--- src/rtl/multicycle_ctrl_pkg.sv ---
// Shared constants for the multi-cycle RV32I control path: opcodes, state
// encodings, PC/writeback select codes and the opcode-class struct.
package multicycle_ctrl_pkg;

  localparam logic [6:0] OPCODE_LOAD   = 7'b0000011;
  localparam logic [6:0] OPCODE_STORE  = 7'b0100011;
  localparam logic [6:0] OPCODE_BRANCH = 7'b1100011;
  localparam logic [6:0] OPCODE_JAL    = 7'b1101111;
  localparam logic [6:0] OPCODE_JALR   = 7'b1100111;
  localparam logic [6:0] OPCODE_OP     = 7'b0110011;
  localparam logic [6:0] OPCODE_OPIMM  = 7'b0010011;
  localparam logic [6:0] OPCODE_LUI    = 7'b0110111;
  localparam logic [6:0] OPCODE_AUIPC  = 7'b0010111;

  typedef enum logic [2:0] {
    ST_IDLE   = 3'd0,
    ST_FETCH  = 3'd1,
    ST_DECODE = 3'd2,
    ST_EXEC   = 3'd3,
    ST_MEM    = 3'd4,
    ST_WB     = 3'd5,
    ST_TRAP   = 3'd6
  } state_t;

  localparam logic [1:0] PC_SRC_PC4  = 2'b00;
  localparam logic [1:0] PC_SRC_IMM  = 2'b01;
  localparam logic [1:0] PC_SRC_ALU  = 2'b10;

  localparam logic [1:0] WB_SEL_ALU  = 2'b00;
  localparam logic [1:0] WB_SEL_LOAD = 2'b01;
  localparam logic [1:0] WB_SEL_PC4  = 2'b10;

  // One-hot opcode class; exactly one bit is set for any opcode.
  typedef struct packed {
    logic alu;
    logic load;
    logic store;
    logic branch;
    logic jal;
    logic jalr;
    logic illegal;
  } opclass_t;

endpackage

--- src/rtl/multicycle_ctrl_opclass.sv ---
// mc_opclass: combinational opcode -> one-hot instruction class.
// SYSTEM, FENCE and anything outside RV32I land in the illegal class.
import multicycle_ctrl_pkg::*;

module mc_opclass (
  input  logic [6:0] opcode,
  output opclass_t   cls
);

  always_comb begin
    cls = '0;
    case (opcode)
      OPCODE_OP, OPCODE_OPIMM,
      OPCODE_LUI, OPCODE_AUIPC: cls.alu     = 1'b1;
      OPCODE_LOAD:              cls.load    = 1'b1;
      OPCODE_STORE:             cls.store   = 1'b1;
      OPCODE_BRANCH:            cls.branch  = 1'b1;
      OPCODE_JAL:               cls.jal     = 1'b1;
      OPCODE_JALR:              cls.jalr    = 1'b1;
      default:                  cls.illegal = 1'b1;
    endcase
  end

endmodule

--- src/rtl/multicycle_ctrl.sv ---
// Main control FSM of the multi-cycle RV32I core: FETCH/DECODE/EXEC/MEM/WB with
// memory wait timeout. Define TRAP_ILLEGAL_EN to trap unsupported opcodes.
import multicycle_ctrl_pkg::*;

module multicycle_ctrl #(
  parameter int unsigned MEM_TIMEOUT = 15
) (
  input  logic        clk,
  input  logic        rst,
  input  logic [31:0] instr,
  input  logic        br_taken,
  input  logic        mem_ready,
  output logic        mem_req,
  output logic        mem_we,
  output logic        mem_addr_sel,
  output logic        ir_we,
  output logic        imm_we,
  output logic        alu_en,
  output logic        reg_we,
  output logic [1:0]  wb_sel,
  output logic        pc_we,
  output logic [1:0]  pc_src,
  output logic        bus_err,
  output logic        illegal,
  output logic [2:0]  state_o
);

  localparam int CW = $clog2(MEM_TIMEOUT + 1);

  state_t        state, state_nxt;
  logic [CW-1:0] wcnt;
  opclass_t      cls;
  logic          at_limit;
  logic          waiting;
  logic          unused_instr;

  assign unused_instr = ^instr[31:7];

  mc_opclass u_opclass (
    .opcode (instr[6:0]),
    .cls    (cls)
  );

  // The access times out on the cycle whose stall would take the count to the limit.
  assign at_limit = (wcnt == CW'(MEM_TIMEOUT - 1));
  assign waiting  = mem_req && !mem_ready;
  assign state_o  = state;

  always_comb begin
    state_nxt    = state;
    mem_req      = 1'b0;
    mem_we       = 1'b0;
    mem_addr_sel = 1'b0;
    ir_we        = 1'b0;
    imm_we       = 1'b0;
    alu_en       = 1'b0;
    reg_we       = 1'b0;
    wb_sel       = WB_SEL_ALU;
    pc_we        = 1'b0;
    pc_src       = PC_SRC_PC4;
    case (state)
      ST_IDLE: state_nxt = ST_FETCH;
      ST_FETCH: begin
        mem_req = 1'b1;
        if (mem_ready) begin
          ir_we     = 1'b1;
          state_nxt = ST_DECODE;
        end else if (at_limit) begin
          state_nxt = ST_TRAP;
        end
      end
      ST_DECODE: begin
        imm_we    = 1'b1;
        state_nxt = ST_EXEC;
`ifdef TRAP_ILLEGAL_EN
        if (cls.illegal) state_nxt = ST_TRAP;
`endif
      end
      ST_EXEC: begin
        alu_en = 1'b1;
        if (cls.load || cls.store) begin
          state_nxt = ST_MEM;
        end else if (cls.branch) begin
          pc_we     = 1'b1;
          pc_src    = br_taken ? PC_SRC_IMM : PC_SRC_PC4;
          state_nxt = ST_FETCH;
        end else if (cls.alu || cls.jal || cls.jalr) begin
          state_nxt = ST_WB;
        end else begin
          // unsupported opcode retires as a NOP
          pc_we     = 1'b1;
          state_nxt = ST_FETCH;
        end
      end
      ST_MEM: begin
        mem_req      = 1'b1;
        mem_addr_sel = 1'b1;
        mem_we       = cls.store;
        if (mem_ready) begin
          if (cls.store) begin
            pc_we     = 1'b1;
            state_nxt = ST_FETCH;
          end else begin
            state_nxt = ST_WB;
          end
        end else if (at_limit) begin
          state_nxt = ST_TRAP;
        end
      end
      ST_WB: begin
        reg_we    = 1'b1;
        pc_we     = 1'b1;
        wb_sel    = cls.load ? WB_SEL_LOAD : (cls.jal || cls.jalr) ? WB_SEL_PC4 : WB_SEL_ALU;
        pc_src    = cls.jal ? PC_SRC_IMM : cls.jalr ? PC_SRC_ALU : PC_SRC_PC4;
        state_nxt = ST_FETCH;
      end
      ST_TRAP: state_nxt = ST_TRAP;
      default: state_nxt = ST_IDLE;
    endcase
  end

  always_ff @(posedge clk or posedge rst) begin
    if (rst) begin
      state   <= ST_IDLE;
      wcnt    <= '0;
      bus_err <= 1'b0;
    end else begin
      state <= state_nxt;
      if ((state_nxt == ST_FETCH || state_nxt == ST_MEM) && state_nxt != state)
        wcnt <= '0;
      else if (waiting && wcnt != CW'(MEM_TIMEOUT))
        wcnt <= wcnt + 1'b1;
      if (waiting && at_limit)
        bus_err <= 1'b1;
    end
  end

`ifdef TRAP_ILLEGAL_EN
  always_ff @(posedge clk or posedge rst) begin
    if (rst)
      illegal <= 1'b0;
    else if (state == ST_DECODE && cls.illegal)
      illegal <= 1'b1;
  end
`else
  assign illegal = 1'b0;
`endif

endmodule

--- config.mk ---
export PLATFORM = sky130hd
export DESIGN_NAME = multicycle_ctrl
export DESIGN_NICKNAME = d
export VERILOG_FILES = /design/src/rtl/multicycle_ctrl_pkg.sv /design/src/rtl/multicycle_ctrl_opclass.sv /design/src/rtl/multicycle_ctrl.sv
export SDC_FILE = /design/constraint.sdc
export NUM_CORES = 1
export LEC_CHECK = 0
export ABC_AREA = 1
export BUFFER_PORTS_ARGS = -buffer_cell sky130_fd_sc_hd__buf_2
export CAP_MARGIN = 20
export CORE_MARGIN = 3
export CORE_UTILIZATION = 30
export DETAILED_ROUTE_END_ITERATION = 10
export MAX_ROUTING_LAYER = met4
export PLACE_DENSITY = 0.65
export SYNTH_ARGS = -nofsm -noshare
export SYNTH_HDL_FRONTEND = slang
export SYNTH_HIERARCHICAL = 1
export SYNTH_SLANG_ARGS = --single-unit
--- constraint.sdc ---
create_clock -name clk -period 1.8 [get_ports clk]
set_input_delay 0.36 -clock clk [delete_from_list [all_inputs] [get_ports clk]]
set_output_delay 0.36 -clock clk [all_outputs]
set_load 0.03 [all_outputs]
==> results_dict.tcl, run 1 <==
set metrics [dict create \
    outcome "finished, final reports clean" \
    drv_slew 0 \
    clock_tree.htree_level_count 1 \
    peak_fanout_along_the_critical_path 4 \
    detailed_place_hpwl_mm 1.59 \
    critical_path_arrival_ps 1370 \
    firstDrtPassIters 4 \
    total_via_count_after_detailed_routing 904 \
    postRouteWirelength_mm 2.10 \
    leading_cell_type_in_the_layout_fill_and_taps_excluded "nand2_1" \
    path_class "reg -> out" \
    critical-path-top-delay-family "flip-flops" \
    avgViaCountPerCell 4.52 \
    routed_wire_length_per_instance_um 10.5 \
    cts.reportedPaths.clkPinSlew_ps 50 \
    tritoncts_num_sinks 8 \
    layout_worst_path_cycle_share_pct 96.3 \
    rsz_0062_raised_after_global_routing "yes" \
    setup.reg_to_reg.worst_slack_ps 350 \
    route.detailed.drc 0 \
    die_area_mm2 0.00346 \
    clock_insertion_delay_worst_skew_ps 250 \
    hold_violations 0 \
    io-pin-count 53 \
    worst_path_max_delay_cell "dfrtp_2" \
    setup_total_negative_slack_ps 0 \
    grt_pass1_vias 787 \
    layout-drive-gt1-share_pct 47.1 \
    design.core.area_mm2 0.00257 \
    critical-path-top-cell-by-count "buf_4" \
    die_height_um 58.8 \
    final-setup-viol-count 0 \
    timing.final.crit_period_ps 1730 \
    f_max_ghz 0.577 \
    setup.worst_path.end_class "output pin" \
    synth.avg_cell_area_um2 6.25 \
    ctsLongestPathBuffers 2 \
    cts_root_buffer "clkbuf_4" \
    worst_r2r_startpoint "wcnt[0]$_DFFE_PP0P_" \
    post-route-worst-setup-slack_ps 66.2 \
    hold_path.class "in -> async" \
    cp_launch_type "flip-flop" \
    nets 210 \
    p_leak_nw 0.626 \
    r2r_end "wcnt[0]$_DFFE_PP0P_" \
    num_rows 18 \
    ant_nets 0 \
    antenna_found_initial 0 \
    num_antenna_cells 0 \
    timing.critical_path.buf_inv 2 \
    area.growth.synth_to_final_pct 44.8 \
    drt_first_iter_violations 41 \
    synthesis.nets 172 \
    clock_skew_ps 2.19 \
    grt.overflow.total 0 \
    cts_inserted_buffers 3 \
    grt_pass1_wl_mm 3.24 \
    groute.usage.overall_pct 12.4 \
    fin_area_mm2 0.00121 \
    synthesis.instances 134 \
    crit_required_ps 1440 \
    drv_cap 0 \
    place_congestion 0.775 \
    ys.warnings.count 6 \
    die_w_um 58.8 \
    place_worst_setup_slack_ps -8.15 \
    crit_path_cell_trace "buf_4 -> nor2_4 -> nand3_1 -> o211ai_1 -> buf_4" \
    io_buffers 26 \
    start_util_pct 32.6 \
    grt_max_degree 9 \
    cts_tree "built" \
    postPlaceCellArea_mm2 0.00104 \
    netlist_area_um2 837 \
    totalPowerFinal_mw 1.23 \
    crit_path_max_incr_delay_ps 430 \
    power.density_cell_area_mw_per_mm2 1010 \
    rr_worst_depth 9 \
    most-common-layout-cells "nand2_1, buf_2, nor2_1, inv_1, buf_4" \
    peak_supply_drop_v 0.000604 \
]
## per-layer routing
layer	wire length (um)	vias to the layer above	part of all wire, %	track usage [%]
met1	974	393	46	15.9
met4	27	0	1.3	2.91
li1	-	486	-	-
met5	0	-	0	-
met2	1010	20	48	19.1
met3	91	5	4.3	3.73
## sequential cells by signal, indices dropped and copies added (netlist names)
signal	flops
wcnt	4
bus_err	1
state_o	3
## how the worst max path moves through the flow
stage / from / to / depth (start not counted) / slack [ps]
after global placement: instr[0] / pc_we / 13 / -10
final: state_o[2]$_DFF_PP0_ / pc_we / 5 / 70
after global routing: instr[1] / pc_we / 13 / -40
after CTS: instr[2] / pc_we / 13 / 3
after detailed placement: instr[0] / pc_we / 13 / -8
after floorplan: state_o[0]$_DFF_PP0_ / wcnt[0]$_DFFE_PP0P_ / 8 / -5
## layout make-up
class                   instances  area [um2]
repair buffers                 35         240
fillers                       270        1360
flip-flops and latches          8         204
multi-input cells             102         618
inverters                      22        90.1
well taps                      30        37.5
clock buffers                   3        22.5
## where the power goes
group | internal [mW] | leakage, nW | switching [mW]
registers | 0.226 | 0.0972 | 0.0605
logic | 0.266 | 0.515 | 0.546
clock network | 0.0758 | 0.0138 | 0.0546
## per-stage QoR
stage	util (%)	hold slack [ps]	std cells
2_1_floorplan	-	176	134
3_3_place_gp	40.4	315	191
3_5_place_dp	40.4	319	191
4_1_cts	43.4	50.9	199
5_1_grt	47.2	66.2	200
6_report	47.2	40.3	200
## timing repair
item | in CTS | in global routing
hold buffers | 0 | 0
setup buffers | 5 | 1
pin swaps | 1 | 10
setup endpoints to repair | 3 | 6
resized for setup | 5 | 31
(Power assumes the default switching activity.)
==> run 2: changes to the inputs <==
- ABC_AREA: 1 -> unset
- HOLD_SLACK_MARGIN: unset -> 0.12
- PLACE_DENSITY: 0.65 -> 0.67
==> results_dict.tcl, run 2 <==
set metrics [dict create \
    multi_input_comb_area_um2 594 \
    peak_fanout_along_the_critical_path 3 \
    timing.slew.headroom_pct 58.9 \
    layout-drive-gt1-share_pct 63.3 \
    synth.avg_cell_area_um2 8.40 \
    nets 179 \
    grt_max_degree 13 \
    num_antenna_cells 0 \
    area.growth.synth_to_final_pct 65.0 \
    routed_wire_length_per_instance_um 13.7 \
    num_rows 17 \
    design.core.area_mm2 0.00232 \
    grt_pass1_wl_mm 3.78 \
    path_class "in -> out" \
    firstDrtPassIters 4 \
    ys.warnings.count 6 \
    start_util_pct 33.0 \
    cts.reportedPaths.clkPinSlew_ps 60 \
    leading_cell_type_in_the_layout_fill_and_taps_excluded "buf_4" \
    io_buffers 26 \
    clock_skew_ps 9.48 \
    place_worst_setup_slack_ps -443 \
    hold_violations 0 \
    postRouteWirelength_mm 2.29 \
    ant_nets 0 \
    hold_path.class "reg -> reg" \
    peak_supply_drop_v 0.000781 \
    cts_inserted_buffers 3 \
    antenna_found_initial 0 \
    drv_slew 0 \
    ctsLongestPathBuffers 2 \
    drt_first_iter_violations 28 \
    largest_register_ffs 4 \
    worstMarginPinSlew_ps 609 \
    critical_path_arrival_ps 1750 \
    die_height_um 56.5 \
    final-setup-viol-count 10 \
    clock_insertion_delay_worst_skew_ps 260 \
    clock_tree.htree_level_count 1 \
    outcome "finished, violations left" \
    timing.final.crit_period_ps 2110 \
    cts_tree "built" \
    grt_pass1_vias 839 \
    hold-worst-slack_ps 452 \
    cp_launch_type "input port" \
    final.fill_count 228 \
    route.detailed.drc 0 \
    total_via_count_after_detailed_routing 866 \
    detailed_place_hpwl_mm 1.62 \
    p_leak_nw 0.602 \
    die_area_mm2 0.00319 \
    place_congestion 0.852 \
    power.density_cell_area_mw_per_mm2 1000 \
    fin_area_mm2 0.00126 \
    crit_required_ps 1440 \
    f_max_ghz 0.474 \
    postPlaceCellArea_mm2 0.00108 \
    sequential_cell_area_um2 204 \
    violations "setup timing" \
    finish.utilization_pct 54.4 \
    top_register "wcnt" \
    cts_root_buffer "clkbuf_4" \
    setup.worst_path.end_class "output pin" \
    groute.usage.overall_pct 14.9 \
    tritoncts_num_sinks 8 \
    die_w_um 56.5 \
    synthesis.instances 91 \
    layout_worst_path_cycle_share_pct 117 \
    most-common-layout-cells "buf_4, buf_2, inv_1, buf_6" \
    drv_cap 0 \
    rsz_0062_raised_after_global_routing "yes" \
    synthesis.nets 129 \
    grt.overflow.total 0 \
    avgViaCountPerCell 5.19 \
    post-route-worst-setup-slack_ps -308 \
    netlist_area_um2 764 \
    io-pin-count 53 \
]
## run 2: changes by cell type in the layout (fill, tap and decap cells not counted), sizes merged, moves of 7 or more
cell   before  now
nor2       31    7
nand3      15    1
buf        35   49
inv        22    9
nor3        1    8
nand2      38    6
## run 2: cell type report
type / instances / area share (%)
clock buffers: 3 / 1.79
flip-flops and latches: 8 / 16.2
inverters: 9 / 2.68
well taps: 28 / 2.78
repair buffers: 50 / 29.5
multi-input cells: 69 / 47.1
## run 2: power by group
group,internal (mW),switching (mW)
combinational,0.344,0.492
sequential,0.229,0.0586
clock,0.0765,0.0638
## run 2: worst paths after layout
| kind | start | cells after the start | slack (ps) | end |
|---|---|---|---|---|
| worst min-delay path | bus_err$_DFFE_PP0P_ | 1 | 450 | bus_err$_DFFE_PP0P_ |
| worst max-delay path | instr[6] | 8 | -310 | pc_src[0] |
| worst min register to register | bus_err$_DFFE_PP0P_ | 1 | 450 | bus_err$_DFFE_PP0P_ |
| min in group asynchronous | rst | 3 | 590 | bus_err$_DFFE_PP0P_ |
| worst max register to register | state_o[2]$_DFF_PP0_ | 6 | -20 | wcnt[3]$_DFFE_PP0P_ |
| max in group asynchronous | rst | 3 | 950 | state_o[1]$_DFF_PP0_ |
## run 2: through the flow
step | cells | total power [mW] | setup TNS, ps
after global routing | 167 | 1.36 | -2640
after CTS | 165 | 1.21 | -2140
after global placement | 157 | 1.02 | -2640
after floorplan | 91 | 0.814 | -1210
after detailed placement | 157 | 1.04 | -3100
final | 167 | 1.26 | -1740
## run 2: repair_timing
action,in CTS,in global routing
buffers inserted,4,3
endpoints found under the setup margin,12,11
hold buffers,1,0
pin swaps,7,6
hold endpoints to repair,8,0
resized for setup,22,12
## run 2: per-layer routing
metal  up-vias  GRT usage (%)  share of wire, %
met5         -              -                 0
met4         0           6.10              0.83
met3         3           1.61               5.1
met2        31           24.4                51
met1       406           18.5                43
li1        426              -                 -
## run 2: critical path, cell delays in order
cell    delay [ps]
buf_6           90
or3_4          410
nor4_4         140
buf_4          160
nor2_2          40
and2_4         150
a32o_2         260
buf_6          130
